===== src/rtl/alu_operand_loader.sv =====
`default_nettype none
// ============================================================================
// Module   : alu_operand_loader
// Brief    : Input stage for the 3-bit ALU. Synchronises and debounces the
//            load/clear buttons and sequences operand entry (a, b, op code)
//            from the switches into registered ALU inputs.
// Revision : 1.0 - initial release
// ============================================================================
module alu_operand_loader #(
  parameter int DB_CYCLES = 16
) (
  input  logic       clk,
  input  logic       rst_n,
  input  logic [2:0] sw,
  input  logic       btn_load,
  input  logic       btn_clear,
  output logic [2:0] a,
  output logic [2:0] b,
  output logic [1:0] sw_select,
  output logic       operands_valid,
  output logic [1:0] stage
);

  // Counter only has to reach DB_CYCLES-1, so clog2 bits suffice and it never wraps
  localparam int C_CNT_W = ($clog2(DB_CYCLES) < 1) ? 1 : $clog2(DB_CYCLES);
  localparam logic [C_CNT_W-1:0] C_CNT_MAX = C_CNT_W'(DB_CYCLES - 1);
  localparam logic [C_CNT_W-1:0] C_CNT_ONE = C_CNT_W'(1);

  // Index 0 is the load button, index 1 the clear button
  localparam int C_BTN_LOAD  = 0;
  localparam int C_BTN_CLEAR = 1;

  typedef enum logic [1:0] {
    S_A    = 2'b00,
    S_B    = 2'b01,
    S_OP   = 2'b10,
    S_DONE = 2'b11
  } state_t;

  logic [1:0] w_btn_raw;
  logic [1:0] w_press;

  assign w_btn_raw = {btn_clear, btn_load};

  for (genvar gi = 0; gi < 2; gi++) begin : g_btn
    logic               r_sync1;
    logic               r_sync2;
    logic               r_stable;
    logic               r_stable_d;
    logic               r_press;
    logic [C_CNT_W-1:0] r_cnt;

    // Two-flop synchroniser for the raw asynchronous button
    always_ff @(posedge clk or negedge rst_n) begin
      if (!rst_n) begin
        r_sync1 <= 1'b0;
        r_sync2 <= 1'b0;
      end else begin
        r_sync1 <= w_btn_raw[gi];
        r_sync2 <= r_sync1;
      end
    end

    // Debounce: a new level is accepted only after DB_CYCLES consecutive cycles
    always_ff @(posedge clk or negedge rst_n) begin
      if (!rst_n) begin
        r_stable <= 1'b0;
        r_cnt    <= '0;
      end else if (r_sync2 == r_stable) begin
        r_cnt    <= '0;
      end else if (r_cnt == C_CNT_MAX) begin
        r_stable <= r_sync2;
        r_cnt    <= '0;
      end else begin
        r_cnt    <= r_cnt + C_CNT_ONE;
      end
    end

    // One-cycle press pulse the cycle after the stable level rises; falls are ignored
    always_ff @(posedge clk or negedge rst_n) begin
      if (!rst_n) begin
        r_stable_d <= 1'b0;
        r_press    <= 1'b0;
      end else begin
        r_stable_d <= r_stable;
        r_press    <= r_stable & ~r_stable_d;
      end
    end

    assign w_press[gi] = r_press;
  end : g_btn

  state_t     r_state;
  logic [2:0] r_a;
  logic [2:0] r_b;
  logic [1:0] r_sel;
  logic       r_valid;

  // Entry sequencer: clear has priority over a coincident load press
  always_ff @(posedge clk or negedge rst_n) begin
    if (!rst_n) begin
      r_state <= S_A;
      r_a     <= '0;
      r_b     <= '0;
      r_sel   <= '0;
      r_valid <= 1'b0;
    end else if (w_press[C_BTN_CLEAR]) begin
      r_state <= S_A;
      r_a     <= '0;
      r_b     <= '0;
      r_sel   <= '0;
      r_valid <= 1'b0;
    end else if (w_press[C_BTN_LOAD]) begin
      case (r_state)
        S_A: begin
          r_a     <= sw;
          r_state <= S_B;
        end
        S_B: begin
          r_b     <= sw;
          r_state <= S_OP;
        end
        S_OP: begin
          r_sel   <= sw[1:0];
          r_valid <= 1'b1;
          r_state <= S_DONE;
        end
        S_DONE: begin
          // Start a new set: b and the op code stay until overwritten
          r_a     <= sw;
          r_valid <= 1'b0;
          r_state <= S_B;
        end
        default: r_state <= S_A;
      endcase
    end
  end

  assign a              = r_a;
  assign b              = r_b;
  assign sw_select      = r_sel;
  assign operands_valid = r_valid;
  assign stage          = r_state;

endmodule : alu_operand_loader
`default_nettype wire


===== config.mk =====
export PLATFORM = sky130hd
export DESIGN_NAME = alu_operand_loader
export DESIGN_NICKNAME = d
export VERILOG_FILES = /design/src/rtl/alu_operand_loader.sv
export SDC_FILE = /design/constraint.sdc
export NUM_CORES = 1
export LEC_CHECK = 0
export BUFFER_PORTS_ARGS = -buffer_cell sky130_fd_sc_hd__buf_2
export CAP_MARGIN = 5
export CORE_MARGIN = 2
export CORE_UTILIZATION = 30
export DETAILED_ROUTE_END_ITERATION = 12
export PLACE_DENSITY = 0.46
export REMOVE_ABC_BUFFERS = 1
export SETUP_SLACK_MARGIN = 0.5
export SLEW_MARGIN = 25
export SYNTH_ARGS = -nofsm -noshare
export SYNTH_HDL_FRONTEND = slang
export SYNTH_SLANG_ARGS = --single-unit
export TNS_END_PERCENT = 30

===== constraint.sdc =====
create_clock -name clk -period 1.1 [get_ports clk]
set_input_delay 0.055 -clock clk [delete_from_list [all_inputs] [get_ports clk]]
set_output_delay 0.055 -clock clk [all_outputs]
set_load 0.1 [all_outputs]

======== Word-level counts from Yosys, hierarchy flattened ========
Index checks and enable logic that the tools add are counted.
storage, ports and cells
  register bits ........................... 29
  input port bits ......................... 7
  output and inout bits ................... 11
  logic and storage cells ................. 64
cells by class
  add/subtract/negate cells ............... 2
  equal/unequal tests ..................... 7
  mux-type cells .......................... 19
  bitwise logic cells ..................... 6
  reductions and logical operators ........ 13
operators by type and width
  cell                                                                   number
  3-bit 2-to-1 mux                                                       6
  4-bit 2-to-1 mux                                                       4
  2-bit AND reduction                                                    6
  2-bit 2-to-1 mux                                                       5
  4-bit by 1-bit adder with 4-bit output, second input constant          2
  4-bit equality test, second input constant                             2
  2-bit nonzero test                                                     4
  2-bit case mux with 3 select lines                                     1
  2-bit equality test, second input constant                             2
  1-bit inverter                                                         4
  3-bit nonzero test                                                     1
  1-bit bitwise AND                                                      2
  1-bit equality test                                                    2
  2-bit by 1-bit equality test with 1-bit output, second input constant  1
  2-bit zero test                                                        1
  1-bit 2-to-1 mux                                                       2
  1-bit case mux with 2 select lines                                     1
  2-bit OR reduction                                                     1

======== Depth between registers and ports, before layout ========
  depth after elaboration ................. 5
  gate-level depth with buffers ........... 5
  gate-level depth less buffers ........... 5

======== Worst setup path after synthesis ========
OpenSTA, ideal clock, no wires.
  kind .................................... reg-to-reg
  start ................................... reg r_state[0] (netlist: stage[0])
  end ..................................... reg r_state[1] (netlist: stage[1])
  setup time .............................. 72 ps
  arrival ................................. 1750 ps
  required time ........................... 1028 ps
  path slack .............................. -722 ps
  stages on the path, launching flop included .. 5
  path buffers ............................ 0
  period minus slack after synthesis ...... 1822 ps
  path through ............................ dfrtp_1 > inv_1 > ha_1 > mux2_2 > nor2_1
on the way
  cells in the longest elaborated chain, start to end .. 5
  elaborated cells on any way between the ends .. 8
  those cells by class .................... eq/ne (3); mux (3); reduce/logical (2)
RTL lines
  what                                                           line  RTL
  start, declared                                                93    state_t r_state;
  start signal, assigned                                         102   r_state <= S_A;
  start signal, assigned                                         108   r_state <= S_A;
  start signal, assigned                                         117   r_state <= S_B;
  2-bit equality test / 2-bit zero test (equally long branches)  114   case (r_state)
  2-bit OR reduction (no line)                                   n/a
  2-bit case mux with 3 select lines (*)                         114
  2-bit 2-to-1 mux (*)                                           113   end else if (w_press[C_BTN_LOAD]) begin
  2-bit 2-to-1 mux (*)                                           107   end else if (w_press[C_BTN_CLEAR]) begin
Mark *: on every way between the ends. The rest lies on a longest branch, timed or not. The select of a mux whose other input is x is not followed.
A chain may end at the register's enable or synchronous reset.

======== Worst setup path in the final report ========
  start ................................... reg r_state[1] (netlist: stage[1])
  end ..................................... reg r_state[1] (netlist: stage[1])
Same word-level chain as after synthesis.

==> results.yml <==
outcome:
  outcome: "finished with violations"
  violations: "setup timing"
die:
  dieArea_um2: 4310
  die_y_um: 65.7
  row_count: 22
  ioPinCount: 18
  initial_utilization_pct: 31.2
  placeableCoreArea_um2: 3660
  die_w_um: 65.7
critical_path:
  crit_type: "flip-flop to flip-flop"
  crit_path_end_kind: "flip-flop"
  arrival_ns: 1.33
  critical_path.slowest_cell: "dfrtp_2"
  startpoint_type: "flip-flop"
  cp_data_required_time_ns: 1.31
  worstPathMaxFanout: 5
  crit_chain: "ha_4 -> mux2_4 -> nor2_4"
  ff2ff_setup_slack_ns: -0.03
  max_stage_delay_ns: 0.44
finish:
  drive_gt1_share_pct: 46.4
  nets: 150
  area_growth_pct: 62.0
  design_area_um2: 1850
  final.fill_count: 330
  final_cell_count_no_fill: 186
  antennaDiodeCount: 0
clocking:
  clkTransAtPathRegs_ns: 0.06
  htree_levels: 2
  root_buffer: "clkbuf_8"
  cts_buffer_depth: 2
  cts_tree: "built"
  cts_buffers: 5
  numClockSinks: 29
  clkLatencyLatePin_ns: 0.28
sta:
  finalMaxSlewViolations: 0
  skew_ns: 0.00736
  worstMarginPinSlew_ns: 0.446
  fmax_mhz: 888
  finalCriticalPeriod_ns: 1.13
  setup_viol: 1
  fin_crit_sh_pct: 102
  tns_ns: -0.0261
  finalWorstSetupSlack_ns: -0.0261
  max_slew_margin_pct: 70.3
  hold_viol: 0
  rsz0062_at_grt: "true"
place:
  gp_congestion: 0.771
  place_area_um2: 1550
  place_inst: 173
  portBuffers: 17
  dp_slack_ns: -0.0935
  dpl.hpwl_um: 1430
route:
  wl_per_cell_um: 11.9
  drtIter0Drc: 16
  drc: 0
  viasPerCell: 4.47
  routed_wl_um: 2220
  drt_pre_antenna_iters: 2
  drtAntennaViolNets: 0
  vias: 831
pwr:
  vdd_drop_max_mv: 0.656
  power_density_nw_per_um2: 1250
  power_mw: 2.32
  power_leakage_nw: 0.848
global_route:
  grt_pass1_wl_um: 3930
  antenna_found_initial: 0
  grt_max_degree: 30
  grt_pass1_vias: 887
  overflow: 0
  grt_use_total_pct: 12.6
logic_synthesis:
  synthFlopType: "dfrtp_1"
  synthCells: 97
  syn_area_um2: 1140
  yosys.area.top_type: "dfrtp_1"
  ys_top_cells_by_count: "dfrtp_1, a21oi_1, nand2_1, nand3_1, ha_1"
  synth.avg_cell_area_um2: 11.8
  async_flop_share_pct: 100
  synth_cell_type_count: 18
  synth_area_leaders: "dfrtp_1, a21oi_1, ha_1"
  ys_ff_latch: 29
  ys_warn_count: 0
  post-synth-top-area-fraction_pct: 63.6
  synth_edf_count: 0
  seq_area_frac_synth_pct: 63.6
  yosysMostFrequentCell: "dfrtp_1"
min_path:
  min_path_type: "input pin to flip-flop"
flow_run:
  cap_viol_max_count: 0
worst paths after layout:
kind | from | endpoint | cells after the start
setup / recovery | stage[1]$_DFFE_PN0P_ | stage[1]$_DFFE_PN0P_ | 3
min in group asynchronous | rst_n | sw_select[0]$_DFFE_PN0P_ | 3
max in group asynchronous | rst_n | stage[1]$_DFFE_PN0P_ | 3
setup reg to reg | stage[1]$_DFFE_PN0P_ | stage[1]$_DFFE_PN0P_ | 3
hold / removal | sw[2] | a[2]$_DFFE_PN0P_ | 3
hold reg to reg | g_btn[0].r_sync1$_DFF_PN0_ | g_btn[0].r_sync2$_DFF_PN0_ | 0
layout make-up:
class | instances | area, µm² | area share [%]
multi-input cells | 62 | 519 | 28.1
inverters | 4 | 15.0 | 0.812
flip-flops and latches | 29 | 728 | 39.4
repair buffers | 36 | 439 | 23.8
well taps | 48 | 60.1 | 3.25
clock buffers | 7 | 86.3 | 4.67
worst max-delay path: cells and delay by family, from the launching register on:
kind	cells	cell delay, ns
adder cells (fa/ha/maj)	1	0.27
flip-flops	1	0.44
multiplexers	1	0.27
AND/OR/NAND/NOR	1	0.08
metrics by stage:
stage / hold WS (ns) / util [%]
after global placement: 0.0167 / 42.2
after global routing: 0.0472 / 50.5
after detailed placement: 0.0164 / 42.2
after CTS: 0.0421 / 48.8
final: 0.0421 / 50.5
after floorplan: -0.241 / -
layout by cell type, fill, tap and decap left out, types with 2 or more instances in the layout:
cell           synthesis  final
o21ai_1                0      2
nor2_1                 4      3
inv_1                  4      3
buf_4                  0      8
dlygate4sd3_1          0      3
buf_6                  1      7
nand3_2                0      3
nand2_2                0      2
xnor2_1                4      3
nand2_1               11      7
nand3_1               10      7
ha_4                   0      4
nor2b_1                3      3
mux2_4                 0      3
a21oi_1               13      9
nand2_4                0      2
nand4b_1               2      2
clkbuf_8               0      6
buf_2                  0      6
a21oi_2                0      4
buf_12                 0     12
dfrtp_2                0      2
dfrtp_1               29     27
per-layer routing:
metal / part of all wire (%) / wire, µm / vias up / global-route usage (%)
li1: - / - / 413 / -
met1: 43 / 944 / 392 / 14.0
met2: 49 / 1090 / 19 / 19.6
met3: 4.7 / 103 / 7 / 3.94
met4: 3.3 / 72 / 0 / 10.2
met5: 0 / 0 / - / 0
power by group:
part,switching (mW),internal (mW)
logic,0.160,0.144
clock network,0.380,0.495
registers,0.0337,1.10
total,0.574,1.74
registers in the layout, summed over array words and instances, names as in the netlist:
register          cells
a                     3
b                     3
g_btn.r_cnt           8
g_btn.r_press         2
g_btn.r_stable        2
g_btn.r_stable_d      2
g_btn.r_sync1         2
g_btn.r_sync2         2
operands_valid        1
stage                 2
sw_select             2
kinds of logic (layout without fill, tap and decap cells):
logic type	Yosys count	after routing	synth area share, %
muxes	3	3	2.96
and+or+nand+nor	32	32	13.8
xor gates and xnor gates	4	4	3.07
buffers and inverters	6	47	2.63
DFF	29	29	63.6
AOI/OAI and AO/OA	18	18	8.44
adders and majority gates	5	5	5.48
timing repair:
item,in CTS,in global routing
setup buffers,2,1
endpoints found under the hold margin,31,0
pin swaps,16,4
resized for setup,28,12
hold buffers,3,0
endpoints found under the setup margin,34,34
(Power assumes the default switching activity.)
